### config.mk
export PLATFORM = sky130hd
export DESIGN_NAME = display_scan_ctrl_flat
export DESIGN_NICKNAME = d
export VERILOG_FILES = /design/src/rtl/display_scan_ctrl_if.sv /design/src/rtl/display_scan_ctrl.sv /design/src/flat_wrapper.sv
export SDC_FILE = /design/constraint.sdc
export NUM_CORES = 1
export LEC_CHECK = 0
export CORE_MARGIN = 8
export CORE_UTILIZATION = 45
export DETAILED_ROUTE_END_ITERATION = 8
export PLACE_DENSITY = 0.7
export SLEW_MARGIN = 10
export SYNTH_ARGS = -nofsm -noshare
export SYNTH_HDL_FRONTEND = slang
export SYNTH_SLANG_ARGS = --single-unit
### constraint.sdc
create_clock -name i_clk -period 2.7 [get_ports i_clk]
set_clock_uncertainty 0.2 [all_clocks]
set_input_delay 0.405 -clock i_clk [delete_from_list [all_inputs] [get_ports i_clk]]
set_output_delay 0.405 -clock i_clk [all_outputs]
set_load 0.03 [all_outputs]
### src/rtl/display_scan_ctrl_if.sv
// Load handshake between a value source and the display scan controller.
interface display_scan_ctrl_if;
    logic        load_valid;
    logic        load_ready;
    logic [15:0] data_in;
    logic        lzb;

    // Source side: offers a value and waits for ready.
    modport master (
        output load_valid,
        output data_in,
        output lzb,
        input  load_ready
    );

    // Controller side: accepts the value when ready.
    modport slave (
        input  load_valid,
        input  data_in,
        input  lzb,
        output load_ready
    );
endinterface

### src/rtl/display_scan_ctrl.sv
// Four-digit multiplexed 7-segment scan controller with tear-free loading,
// ghost guard at the start of every digit slot and leading-zero blanking.
module display_scan_ctrl #(
    parameter int PRESCALE = 4
) (
    input  logic                        i_clk,
    input  logic                        i_rst,
    input  logic                        i_clear,
    display_scan_ctrl_if.slave          load_if,
    output logic [3:0]                  o_nibble,
    output logic [3:0]                  o_digit_en,
    output logic                        o_blank,
    output logic                        o_frame_done
);

    localparam logic [0:0]  ST_OFF    = 1'b0;
    localparam logic [0:0]  ST_SCAN   = 1'b1;
    localparam logic [15:0] PCNT_LAST = 16'(PRESCALE - 1);

    logic [0:0]  r_state;
    logic [15:0] r_value;
    logic        r_lzb_q;
    logic [1:0]  r_idx;
    logic [15:0] r_pcnt;

    logic        w_frame_end;
    logic        w_ready;
    logic        w_xfer;

    // Leading-zero blanking: digit idx is dark when it and every digit to
    // its left are zero. The rightmost digit always shows.
    function automatic logic lzb_blank(input logic [15:0] value,
                                       input logic        lzb_q,
                                       input logic [1:0]  idx);
        logic res;
        case (idx)
            2'd0:    res = 1'b0;
            2'd1:    res = lzb_q & (value[15:4]  == 12'h000);
            2'd2:    res = lzb_q & (value[15:8]  == 8'h00);
            2'd3:    res = lzb_q & (value[15:12] == 4'h0);
            default: res = 1'b0;
        endcase
        return res;
    endfunction

    // Last cycle of digit 3: the only point where a new value may enter
    // while scanning, so a frame never mixes old and new nibbles.
    always_comb begin
        w_frame_end = 1'b0;
        if ((r_state == ST_SCAN) && (r_idx == 2'd3) && (r_pcnt == PCNT_LAST)) begin
            w_frame_end = 1'b1;
        end else begin
            w_frame_end = 1'b0;
        end
    end

    // Ready when idle or at the frame wrap; reset and clear suppress it.
    always_comb begin
        w_ready = 1'b0;
        if (i_rst || i_clear) begin
            w_ready = 1'b0;
        end else if (r_state == ST_OFF) begin
            w_ready = 1'b1;
        end else begin
            w_ready = w_frame_end;
        end
    end

    assign w_xfer            = load_if.load_valid & w_ready;
    assign load_if.load_ready = w_ready;

    // Controller state: reset, clear, value capture and slot/digit counting.
    always_ff @(posedge i_clk) begin
        if (i_rst) begin
            r_state <= ST_OFF;
            r_value <= 16'h0000;
            r_lzb_q <= 1'b0;
            r_idx   <= 2'd0;
            r_pcnt  <= 16'd0;
        end else if (i_clear) begin
            r_state <= ST_OFF;
            r_idx   <= 2'd0;
            r_pcnt  <= 16'd0;
        end else begin
            if (w_xfer) begin
                r_value <= load_if.data_in;
                r_lzb_q <= load_if.lzb;
            end else begin
                r_value <= r_value;
                r_lzb_q <= r_lzb_q;
            end
            case (r_state)
                ST_OFF: begin
                    if (w_xfer) begin
                        r_state <= ST_SCAN;
                    end else begin
                        r_state <= ST_OFF;
                    end
                    r_idx  <= 2'd0;
                    r_pcnt <= 16'd0;
                end
                ST_SCAN: begin
                    // A transfer here happens at idx 3 / last count, so the
                    // natural wrap lands on idx 0, pcnt 0 for the new value.
                    r_state <= ST_SCAN;
                    if (r_pcnt == PCNT_LAST) begin
                        r_pcnt <= 16'd0;
                        r_idx  <= r_idx + 2'd1;
                    end else begin
                        r_pcnt <= r_pcnt + 16'd1;
                        r_idx  <= r_idx;
                    end
                end
                default: begin
                    r_state <= ST_OFF;
                    r_idx   <= 2'd0;
                    r_pcnt  <= 16'd0;
                end
            endcase
        end
    end

    // Nibble for the shared decoder: the current digit while scanning.
    always_comb begin
        o_nibble = 4'h0;
        if (r_state == ST_SCAN) begin
            case (r_idx)
                2'd0:    o_nibble = r_value[3:0];
                2'd1:    o_nibble = r_value[7:4];
                2'd2:    o_nibble = r_value[11:8];
                2'd3:    o_nibble = r_value[15:12];
                default: o_nibble = 4'h0;
            endcase
        end else begin
            o_nibble = 4'h0;
        end
    end

    // Active-low digit select; dark on the first cycle of each slot so the
    // previous digit's segments cannot ghost onto the next one.
    always_comb begin
        o_digit_en = 4'b1111;
        if ((r_state == ST_SCAN) && (r_pcnt != 16'd0)) begin
            case (r_idx)
                2'd0:    o_digit_en = 4'b1110;
                2'd1:    o_digit_en = 4'b1101;
                2'd2:    o_digit_en = 4'b1011;
                2'd3:    o_digit_en = 4'b0111;
                default: o_digit_en = 4'b1111;
            endcase
        end else begin
            o_digit_en = 4'b1111;
        end
    end

    // Segment blanking: idle, ghost-guard cycle, or suppressed leading zero.
    always_comb begin
        o_blank = 1'b1;
        if (r_state != ST_SCAN) begin
            o_blank = 1'b1;
        end else if (r_pcnt == 16'd0) begin
            o_blank = 1'b1;
        end else begin
            o_blank = lzb_blank(r_value, r_lzb_q, r_idx);
        end
    end

    assign o_frame_done = w_frame_end;

endmodule

### src/flat_wrapper.sv
// flat-port wrapper written by rule: the top's interface ports become plain ports
module display_scan_ctrl_flat 
#(
    parameter int PRESCALE = 4
)
  (i_clk, i_rst, i_clear, o_nibble, o_digit_en, o_blank, o_frame_done, load_if_load_valid, load_if_data_in, load_if_lzb, load_if_load_ready);
  display_scan_ctrl_if load_if_i ();
  input  logic i_clk;
  input  logic i_rst;
  input  logic i_clear;
  output logic [3:0] o_nibble;
  output logic [3:0] o_digit_en;
  output logic o_blank;
  output logic o_frame_done;
  input wire logic [$bits(load_if_i.load_valid)-1:0] load_if_load_valid;
  input wire logic [$bits(load_if_i.data_in)-1:0] load_if_data_in;
  input wire logic [$bits(load_if_i.lzb)-1:0] load_if_lzb;
  output wire logic [$bits(load_if_i.load_ready)-1:0] load_if_load_ready;
  assign load_if_i.load_valid = load_if_load_valid;
  assign load_if_i.data_in = load_if_data_in;
  assign load_if_i.lzb = load_if_lzb;
  assign load_if_load_ready = load_if_i.load_ready;
  display_scan_ctrl #(.PRESCALE(PRESCALE)) u_core (.i_clk(i_clk), .i_rst(i_rst), .i_clear(i_clear), .load_if(load_if_i), .o_nibble(o_nibble), .o_digit_en(o_digit_en), .o_blank(o_blank), .o_frame_done(o_frame_done));
endmodule
==> results of run 1 <==
flip-flops by register name, summed over array words and instances (netlist names):
| name | cells |
|---|---|
| u_core.r_idx | 2 |
| u_core.r_value | 16 |
| u_core.r_state | 1 |
| u_core.r_lzb_q | 1 |
| u_core.r_pcnt | 16 |
power groups by stage:
stage	logic [uW]	clock network (uW)	registers, uW
after floorplan	49.7	0	565
after global placement	91.3	0	569
after detailed placement	92.5	0	569
after CTS	92.4	398	557
after global routing	98.5	423	557
final	91.5	382	555
final cells by class:
cell class,instances,area [sq um],share of cell area
Clock buffer,6,82.6,0.0347
Clock inverter,2,10.0,0.00421
Inverter,7,26.3,0.0111
Multi-Input combinational cell,143,1090,0.461
Sequential cell,36,733,0.308
Tap cell,50,62.6,0.0263
Timing Repair Buffer,40,368,0.155
timing repair:
| action | CTS | global route |
|---|---|---|
| resized for setup | 5 | 14 |
| pin swaps | 1 | 3 |
| hold buffers | 0 | 0 |
| setup buffers | 2 | 1 |
| cloned | 0 | 0 |
| hold endpoints to repair | 0 | 0 |
| endpoints found under the setup margin | 5 | 9 |
cell families after synthesis:
| group | synth area share |
|---|---|
| buffers and inverters | 0.0377 |
| AOI/OAI and AO/OA | 0.0700 |
| and+or+nand+nor | 0.256 |
| muxes | 0.129 |
| adders and majority gates | 0.0539 |
| xor gates and xnor gates | 0.0660 |
| DFF | 0.388 |
synth_stat cells, types with 4 or more instances:
cell type   n
dfxtp_1    36
nor2_1     29
nor2b_1    17
mux2_4     10
xnor2_1     9
ha_1        8
nand2_1     8
a21oi_1     7
inv_1       7
mux2_2      7
nand3_1     6
xor2_1      5
a222oi_1    4
and3_1      4
nand4_1     4
placed cells by master, fill, tap and decap left out, types with 6 or more instances in the layout:
cell type        instances
dfxtp_1                 32
nor2_1                  29
clkdlybuf4s50_1         20
nor2b_1                 17
buf_4                   14
mux2_4                  10
xnor2_1                  9
nand2_1                  8
ha_1                     8
a21oi_1                  7
mux2_2                   7
inv_1                    6
nand3_1                  6
clkbuf_8                 6
per-layer routing:
| layer | track usage | part of all wire | up-vias |
|---|---|---|---|
| met3 | 0.0480 | 0.058 | 2 |
| met5 | 0 | 0 | - |
| met2 | 0.187 | 0.43 | 41 |
| met1 | 0.179 | 0.50 | 682 |
| li1 | - | - | 755 |
| met4 | 0.0436 | 0.0077 | 0 |
worst paths after layout:
check,slack [ps],to,cells after the start
max,130,o_frame_done,6
min reg2reg,240,u_core.r_pcnt[0],1
max reg2reg,370,u_core.r_pcnt[8],8
min,240,u_core.r_pcnt[0],1
stage by stage:
step / hold slack [ps] / power (uW) / std cells
after floorplan: 238 / 614 / 193
after global placement: 262 / 661 / 273
after detailed placement: 268 / 662 / 273
after CTS: 251 / 1050 / 283
after global routing: 267 / 1080 / 284
final: 241 / 1030 / 284
==> impl_metrics.csv, run 1 <==
group,metric,value,unit
outcome,status,"finished, final reports clean",
job,drv_cap,0,
layout,stdcell_area,2380,sq um
global_routing,grt_use_total,0.132,
worst_setup_path,crit_start,"u_core.r_pcnt[0]",
synth,synth_area_per_cell,9.63,sq um
layout,area_growth,27.9,%
power_and_ir_drop,ir_drop,0.000289,V
min_path,hold_start,"u_core.r_pcnt[0]",
sta,slew_headroom,0.655,
synth,synth_top_area_frac,0.388,
worst_setup_path,critPathCaptureType,"output pin",
power_and_ir_drop,combinationalPowerShare,0.089,
placement,place_ws,170,ps
worst_setup_path,max_stage_delay,390,ps
power_and_ir_drop,clkPwrFrac,0.371,
worst_setup_path,r2r_start,"u_core.r_pcnt[0]",
floorplan,rows,23,
placement,gp_congestion,0.799,
worst_setup_path,cp-start-kind,"flop",
clocking,cts.clk_slew.worst_paths,70,ps
floorplan,io_pins,32,
clocking,h-tree-depth,2,
sta,tightest_slew,515,ps
clocking,cts_inserted_buffers,5,
synth,yosysSeqAreaShare,0.388,
route,num_vias,1480,
floorplan,die_h,80.3,um
route,drt-total-wl,4160,um
worst_setup_path,cp_slowest_cell,"or3b_4",
route,drt_iter0_drc,97,
power_and_ir_drop,pwr-share-seq,0.540,
synth,synth_top_area_cell,"dfxtp_1",
sta,slew_viol_final,0,
clocking,cts_tree,"built",
route,drc,0,
synth,synth-edff-count,0,
clocking,clk_latency,280,ps
worst_setup_path,crit_arrival,1970,ps
synth,synth_cell_types,35,
power_and_ir_drop,p_sw_frac,0.217,
clocking,clk_path_buf_depth,2,
sta,setup_ws,130,ps
global_routing,antenna_found_initial,0,
synth,syn-num-nets,222,
route,drt-vias-per-instance,5.21,
layout,diodes,0,
worst_setup_path,cp.required,2100,ps
clocking,cts_sinks,36,
synth,synth_area,1860,sq um
clocking,cts-root-buf,"clkbuf_8",
floorplan,initial_core_util,0.464,
layout,fillCellCount,347,
placement,postPlaceCellArea,2240,sq um
floorplan,fp.coreArea,4000,sq um
sta,tns,0,ps
sta,period_needed,2570,ps
global_routing,first_global_vias,1423,
worst_setup_path,cp_cell_sequence,"ha_1 -> or3b_4 -> nor4_4 -> buf_4 -> and3_4 -> buf_6",
synth,yosysWarnings,0,
placement,hpwlAfterDp,3000,um
synth,ys_seq_elements,36,
sta,rsz0062_at_grt,"no",
route,drt_pass1_iterations,5,
layout,drive_gt1_frac,0.244,
worst_setup_path,worstPathMaxFanout,5,
route,routedWlPerCell,14.6,um
global_routing,grt_pass1_wl,6800,um
worst_setup_path,critical_path.top_delay_family,"simple AND/OR/NAND/NOR gates",
sta,setup_viol,0,
layout,final_util,0.594,
floorplan,dieArea,6440,sq um
min_path,hold_class,"flop to flop",
global_routing,grt_max_degree,19,
power_and_ir_drop,power_density,433,nW/um^2
route,ant_nets,0,
synth,synthArstFlopShare,0,
sta,fin_crit_sh,0.952,
power_and_ir_drop,power.switching,223,uW
worst_setup_path,critPathBufInv,2,
floorplan,die_w,80.3,um
worst_setup_path,crit_type,"flop to output pin",
placement,io_buffer_count,31,
sta,fmax,389,MHz
synth,synth_area_leaders,"dfxtp_1 (39%), mux2_4 (8.1%), nor2_1 (5.9%), nor2b_1 (5.7%), ha_1 (5.4%)",
synth,ys.flop_type,"dfxtp_1",
layout,nNetsFinal,262,
sta,final_hold_viol_count,0,
global_routing,grt-ovfl-total,0,
power_and_ir_drop,p_leak,0.000905,uW
power_and_ir_drop,cell_internal_pwr,806,uW
synth,syn-instance-count,193,
Power figures use the tool's default switching activity.
==> run 2, diff against run 1 <==
CORE_UTILIZATION = 52   (was 45)
PLACE_DENSITY = 0.79   (was 0.7)
==> impl_metrics.csv, run 2 (same netlist as run 1, synthesis figures left out) <==
group,metric,value,unit
clocking,cts_sinks,36,
clocking,cts-root-buf,"clkbuf_4",
route,ant_nets,0,
layout,reg_top3,"u_core.r_pcnt x16, u_core.r_value x16, u_core.r_idx x2",
worst_setup_path,critPathCaptureType,"output pin",
global_routing,grt_pass1_wl,7050,um
placement,place_inst,266,
global_routing,grt_use_total,0.158,
worst_setup_path,cp.required,2100,ps
route,routedWlPerCell,15.8,um
power_and_ir_drop,clkPwrFrac,0.317,
floorplan,fp.coreArea,3390,sq um
floorplan,die_w,75.8,um
outcome,status,"finished, final reports clean",
sta,tightest_slew,705,ps
clocking,cts_tree,"built",
clocking,h-tree-depth,2,
sta,setup_ws,42.4,ps
layout,drive_gt1_frac,0.282,
route,drc,0,
worst_setup_path,worstPathMaxFanout,4,
clocking,cts-hold-fix-buffers,0,
job,drv_cap,0,
sta,fin_crit_sh,0.984,
floorplan,dieArea,5740,sq um
power_and_ir_drop,cell_internal_pwr,728,uW
worst_setup_path,crit_type,"flop to output pin",
global_routing,first_global_vias,1561,
power_and_ir_drop,pwr-share-seq,0.586,
layout,final_common_cell,"dfxtp_1",
power_and_ir_drop,power.switching,225,uW
layout,nNetsFinal,262,
layout,area_growth,26.2,%
route,drt_pass1_iterations,5,
sta,rsz0062_at_grt,"yes",
clocking,clk_latency,330,ps
sta,setup_viol,0,
sta,period_needed,2660,ps
layout,final-instance-count-excl-fill,280,
global_routing,grt_max_degree,19,
route,drt-vias-per-instance,5.56,
placement,io_buffer_count,31,
floorplan,io_pins,32,
placement,hpwlAfterDp,3170,um
power_and_ir_drop,ir_drop,0.000253,V
clocking,cts.clk_slew.worst_paths,110,ps
worst_setup_path,cp-start-kind,"flop",
floorplan,rows,21,
route,drt_iter0_drc,160,
power_and_ir_drop,combinationalPowerShare,0.097,
layout,multi_input_area,1130,sq um
sta,slew_headroom,0.529,
power_and_ir_drop,p_leak,0.000873,uW
sta,fmax,376,MHz
power_and_ir_drop,power_density,406,nW/um^2
worst_setup_path,crit_arrival,2050,ps
floorplan,die_h,75.8,um
sta,fin_hold_ws,309,ps
clocking,cts_inserted_buffers,5,
route,num_vias,1558,
clocking,clk_path_buf_depth,2,
placement,gp_congestion,0.847,
sta,final_hold_viol_count,0,
power_and_ir_drop,p_sw_frac,0.236,
layout,stdcell_area,2340,sq um
placement,postPlaceCellArea,2200,sq um
layout,diodes,0,
layout,layout.area.seq,728,sq um
sta,slew_viol_final,0,
floorplan,initial_core_util,0.548,
placement,place_ws,177,ps
layout,fillCellCount,254,
layout,layout_common_cells,"dfxtp_1 (30), nor2_1 (29), clkdlybuf4s50_1 (20), nor2b_1 (17), buf_4 (15)",
route,drt-total-wl,4440,um
global_routing,antenna_found_initial,0,
min_path,hold_class,"flop to flop",
global_routing,grt-ovfl-total,0,
## run 2: cell count changes in the layout (fill, tap and decap cells not counted), moves of 2 or more
cell and delta:
clkbuf_8 -5, dfxtp_1 -2, dfxtp_4 -3, dfxtp_2 +5, clkbuf_2 +3, dlygate4sd2_1 -3, clkbuf_4 +5
## run 2: layout make-up
type                    instances  area share
repair buffers                 40       0.147
multi-input cells             143       0.481
inverters                       7      0.0112
well taps                      46      0.0245
flip-flops and latches         36       0.311
clock inverters                 2     0.00427
clock buffers                   6      0.0219
## run 2: worst paths after layout
path | from | endpoint | slack, ps | depth (start not counted)
max | u_core.r_pcnt[11] | load_if_load_ready | 40 | 5
min | u_core.r_pcnt[15] | u_core.r_pcnt[15] | 310 | 2
min reg2reg | u_core.r_pcnt[15] | u_core.r_pcnt[15] | 310 | 2
max reg2reg | u_core.r_pcnt[11] | u_core.r_value[7] | 370 | 5
## run 2: what timing repair did
item	4_1_cts	5_1_grt
buffers inserted	5	1
pin swaps	4	1
endpoints found under the hold margin	0	0
resized for setup	14	15
setup endpoints to repair	7	11
## run 2: per-stage QoR
| stage | util | total power [uW] | setup TNS [ps] |
|---|---|---|---|
| 2_1_floorplan | - | 614 | 0 |
| 3_3_place_gp | 0.649 | 658 | 0 |
| 3_5_place_dp | 0.649 | 659 | 0 |
| 4_1_cts | 0.684 | 957 | -38.1 |
| 5_1_grt | 0.692 | 991 | -83.2 |
| 6_report | 0.692 | 953 | 0 |
## run 2: critical path, cell delays in order, from the launching register on
cell     delay (ps)
dfxtp_2         360
or4_4           550
nor4_4          400
a21oi_2         100
nor3_2          120
buf_4           180
## run 2: power by group through the flow
stage	clock network, uW	registers (uW)	logic, uW
after floorplan	0	565	49.7
after global placement	0	570	88.1
after detailed placement	0	569	90.1
after CTS	309	558	90.9
after global routing	332	560	99.1
final	302	559	92.4
## run 2: routing by layer
metal | track usage | part of all wire | vias to the layer above
met2 | 0.285 | 0.52 | 52
met3 | 0.0526 | 0.071 | 8
met1 | 0.168 | 0.40 | 746
met4 | 0.0490 | 0.013 | 0
met5 | 0 | 0 | -
li1 | - | - | 752
==> run 3, diff against run 2 <==
CORE_UTILIZATION = 55   (was 52)
PLACE_DENSITY = 0.83   (was 0.79)
clock period = 3.4 ns   (was 2.7 ns; I/O delays follow)
==> impl_metrics.csv, run 3 (same netlist as run 1, synthesis figures left out) <==
group,metric,value,unit
power_and_ir_drop,p_leak,0.000842,uW
placement,place_ws,365,ps
layout,layout_common_cells,"dfxtp_1 (36), nor2_1 (29), clkdlybuf4s50_1 (28), nor2b_1 (17), mux2_4 (10)",
clocking,clk_latency,340,ps
sta,setup_viol,0,
layout,reg_top3,"u_core.r_pcnt x16, u_core.r_value x16, u_core.r_idx x2",
placement,postPlaceCellArea,2200,sq um
clocking,cts_sinks,36,
placement,place_inst,266,
route,drt_pass1_iterations,5,
power_and_ir_drop,cell_internal_pwr,633,uW
layout,diodes,0,
clocking,cts_inserted_buffers,5,
power_and_ir_drop,p_sw_frac,0.211,
sta,fin_crit_sh,0.953,
route,routedWlPerCell,14.8,um
sta,tns,0,ps
route,drt-vias-per-instance,5.50,
power_and_ir_drop,ir_drop,0.000316,V
power_and_ir_drop,clkPwrFrac,0.359,
worst_setup_path,crit_start,"u_core.r_pcnt[3]",
global_routing,grt-ovfl-total,0,
clocking,cts_tree,"built",
floorplan,initial_core_util,0.566,
global_routing,grt_use_total,0.159,
route,drt_iter0_drc,106,
layout,layout.area.seq,721,sq um
layout,area_growth,22.6,%
sta,period_needed,3240,ps
layout,multi_input_area,1070,sq um
worst_setup_path,cp.required,2690,ps
floorplan,dieArea,5490,sq um
clocking,h-tree-depth,2,
clocking,cts-root-buf,"clkbuf_4",
floorplan,io_pins,32,
layout,fillCellCount,256,
worst_setup_path,ff2ff_path_depth,7,
sta,setup_ws,160,ps
worst_setup_path,cp-start-kind,"flop",
min_path,hold_class,"flop to flop",
route,drc,0,
worst_setup_path,r2r_start,"u_core.r_pcnt[0]",
route,ant_nets,0,
global_routing,grt_pass1_wl,6730,um
layout,nNetsFinal,256,
layout,drive_gt1_frac,0.145,
power_and_ir_drop,combinationalPowerShare,0.090,
floorplan,die_h,74.1,um
layout,final_common_cell,"dfxtp_1",
placement,io_buffer_count,31,
min_path,hold_start,"u_core.r_pcnt[0]",
job,drv_cap,0,
sta,fmax,309,MHz
clocking,cts-hold-fix-buffers,0,
layout,stdcell_area,2280,sq um
min_path,whs_path_depth,1,
power_and_ir_drop,power_density,352,nW/um^2
global_routing,first_global_vias,1458,
route,num_vias,1508,
power_and_ir_drop,power.switching,169,uW
worst_setup_path,worstPathMaxFanout,7,
sta,rsz0062_at_grt,"no",
global_routing,grt_max_degree,18,
global_routing,antenna_found_initial,0,
clocking,clk_path_buf_depth,2,
placement,hpwlAfterDp,3040,um
floorplan,fp.coreArea,3280,sq um
worst_setup_path,crit_type,"flop to output pin",
outcome,status,"finished, final reports clean",
sta,slew_headroom,0.649,
route,drt-total-wl,4050,um
layout,final-instance-count-excl-fill,274,
layout,final_util,0.693,
placement,gp_congestion,0.875,
sta,tightest_slew,524,ps
worst_setup_path,critPathCaptureType,"output pin",
floorplan,rows,21,
clocking,cts.clk_slew.worst_paths,100,ps
worst_setup_path,crit_arrival,2530,ps
sta,slew_viol_final,0,
power_and_ir_drop,pwr-share-seq,0.551,
sta,final_hold_viol_count,0,
floorplan,die_w,74.1,um
-- run 3: layout make-up --
cell class | instances | share of cell area
Sequential cell | 36 | 0.316
Clock inverter | 2 | 0.0154
Tap cell | 46 | 0.0253
Multi-Input combinational cell | 143 | 0.469
Inverter | 7 | 0.0115
Clock buffer | 6 | 0.0181
Timing Repair Buffer | 34 | 0.145
-- run 3: power groups by stage --
stage | combinational [uW] | clock (uW) | sequential [uW]
final | 72.0 | 288 | 442
after global routing | 77.3 | 318 | 444
after CTS | 72.1 | 297 | 442
after detailed placement | 71.9 | 0 | 452
after global placement | 70.6 | 0 | 452
after floorplan | 38.6 | 0 | 448
-- run 3: per-layer routing --
| metal | part of all wire | GRT usage | up-vias |
|---|---|---|---|
| met2 | 0.48 | 0.273 | 63 |
| met4 | 0.021 | 0.0710 | 0 |
| met3 | 0.073 | 0.0633 | 10 |
| met1 | 0.42 | 0.165 | 688 |
| met5 | 0 | 0 | - |
| li1 | - | - | 747 |
-- run 3: timing repair --
item | in CTS | in global routing
setup buffers | 0 | 0
endpoints found under the setup margin | 3 | 0
endpoints found under the hold margin | 0 | 0
resized for setup | 3 | 0
-- run 3: worst max-delay path: stages, from the launching register on --
cell and delay [ps]:
dfxtp_1 380, or4_1 600, nor3_1 160, a31oi_1 230
nand2_1 130, clkdlybuf4s50_1 690
-- run 3: worst paths after layout --
kind / to / slack (ps)
worst min register to register: u_core.r_pcnt[0] / 290
worst max register to register: u_core.r_value[5] / 970
worst min-delay path: u_core.r_pcnt[0] / 290
worst max-delay path: o_digit_en[0] / 160
-- run 3: per-stage QoR --
step | hold WS, ps | power (uW)
global route | 319 | 839
global placement | 255 | 522
finish | 286 | 802
floorplan | 238 | 487
CTS | 295 | 811
detailed placement | 271 | 523
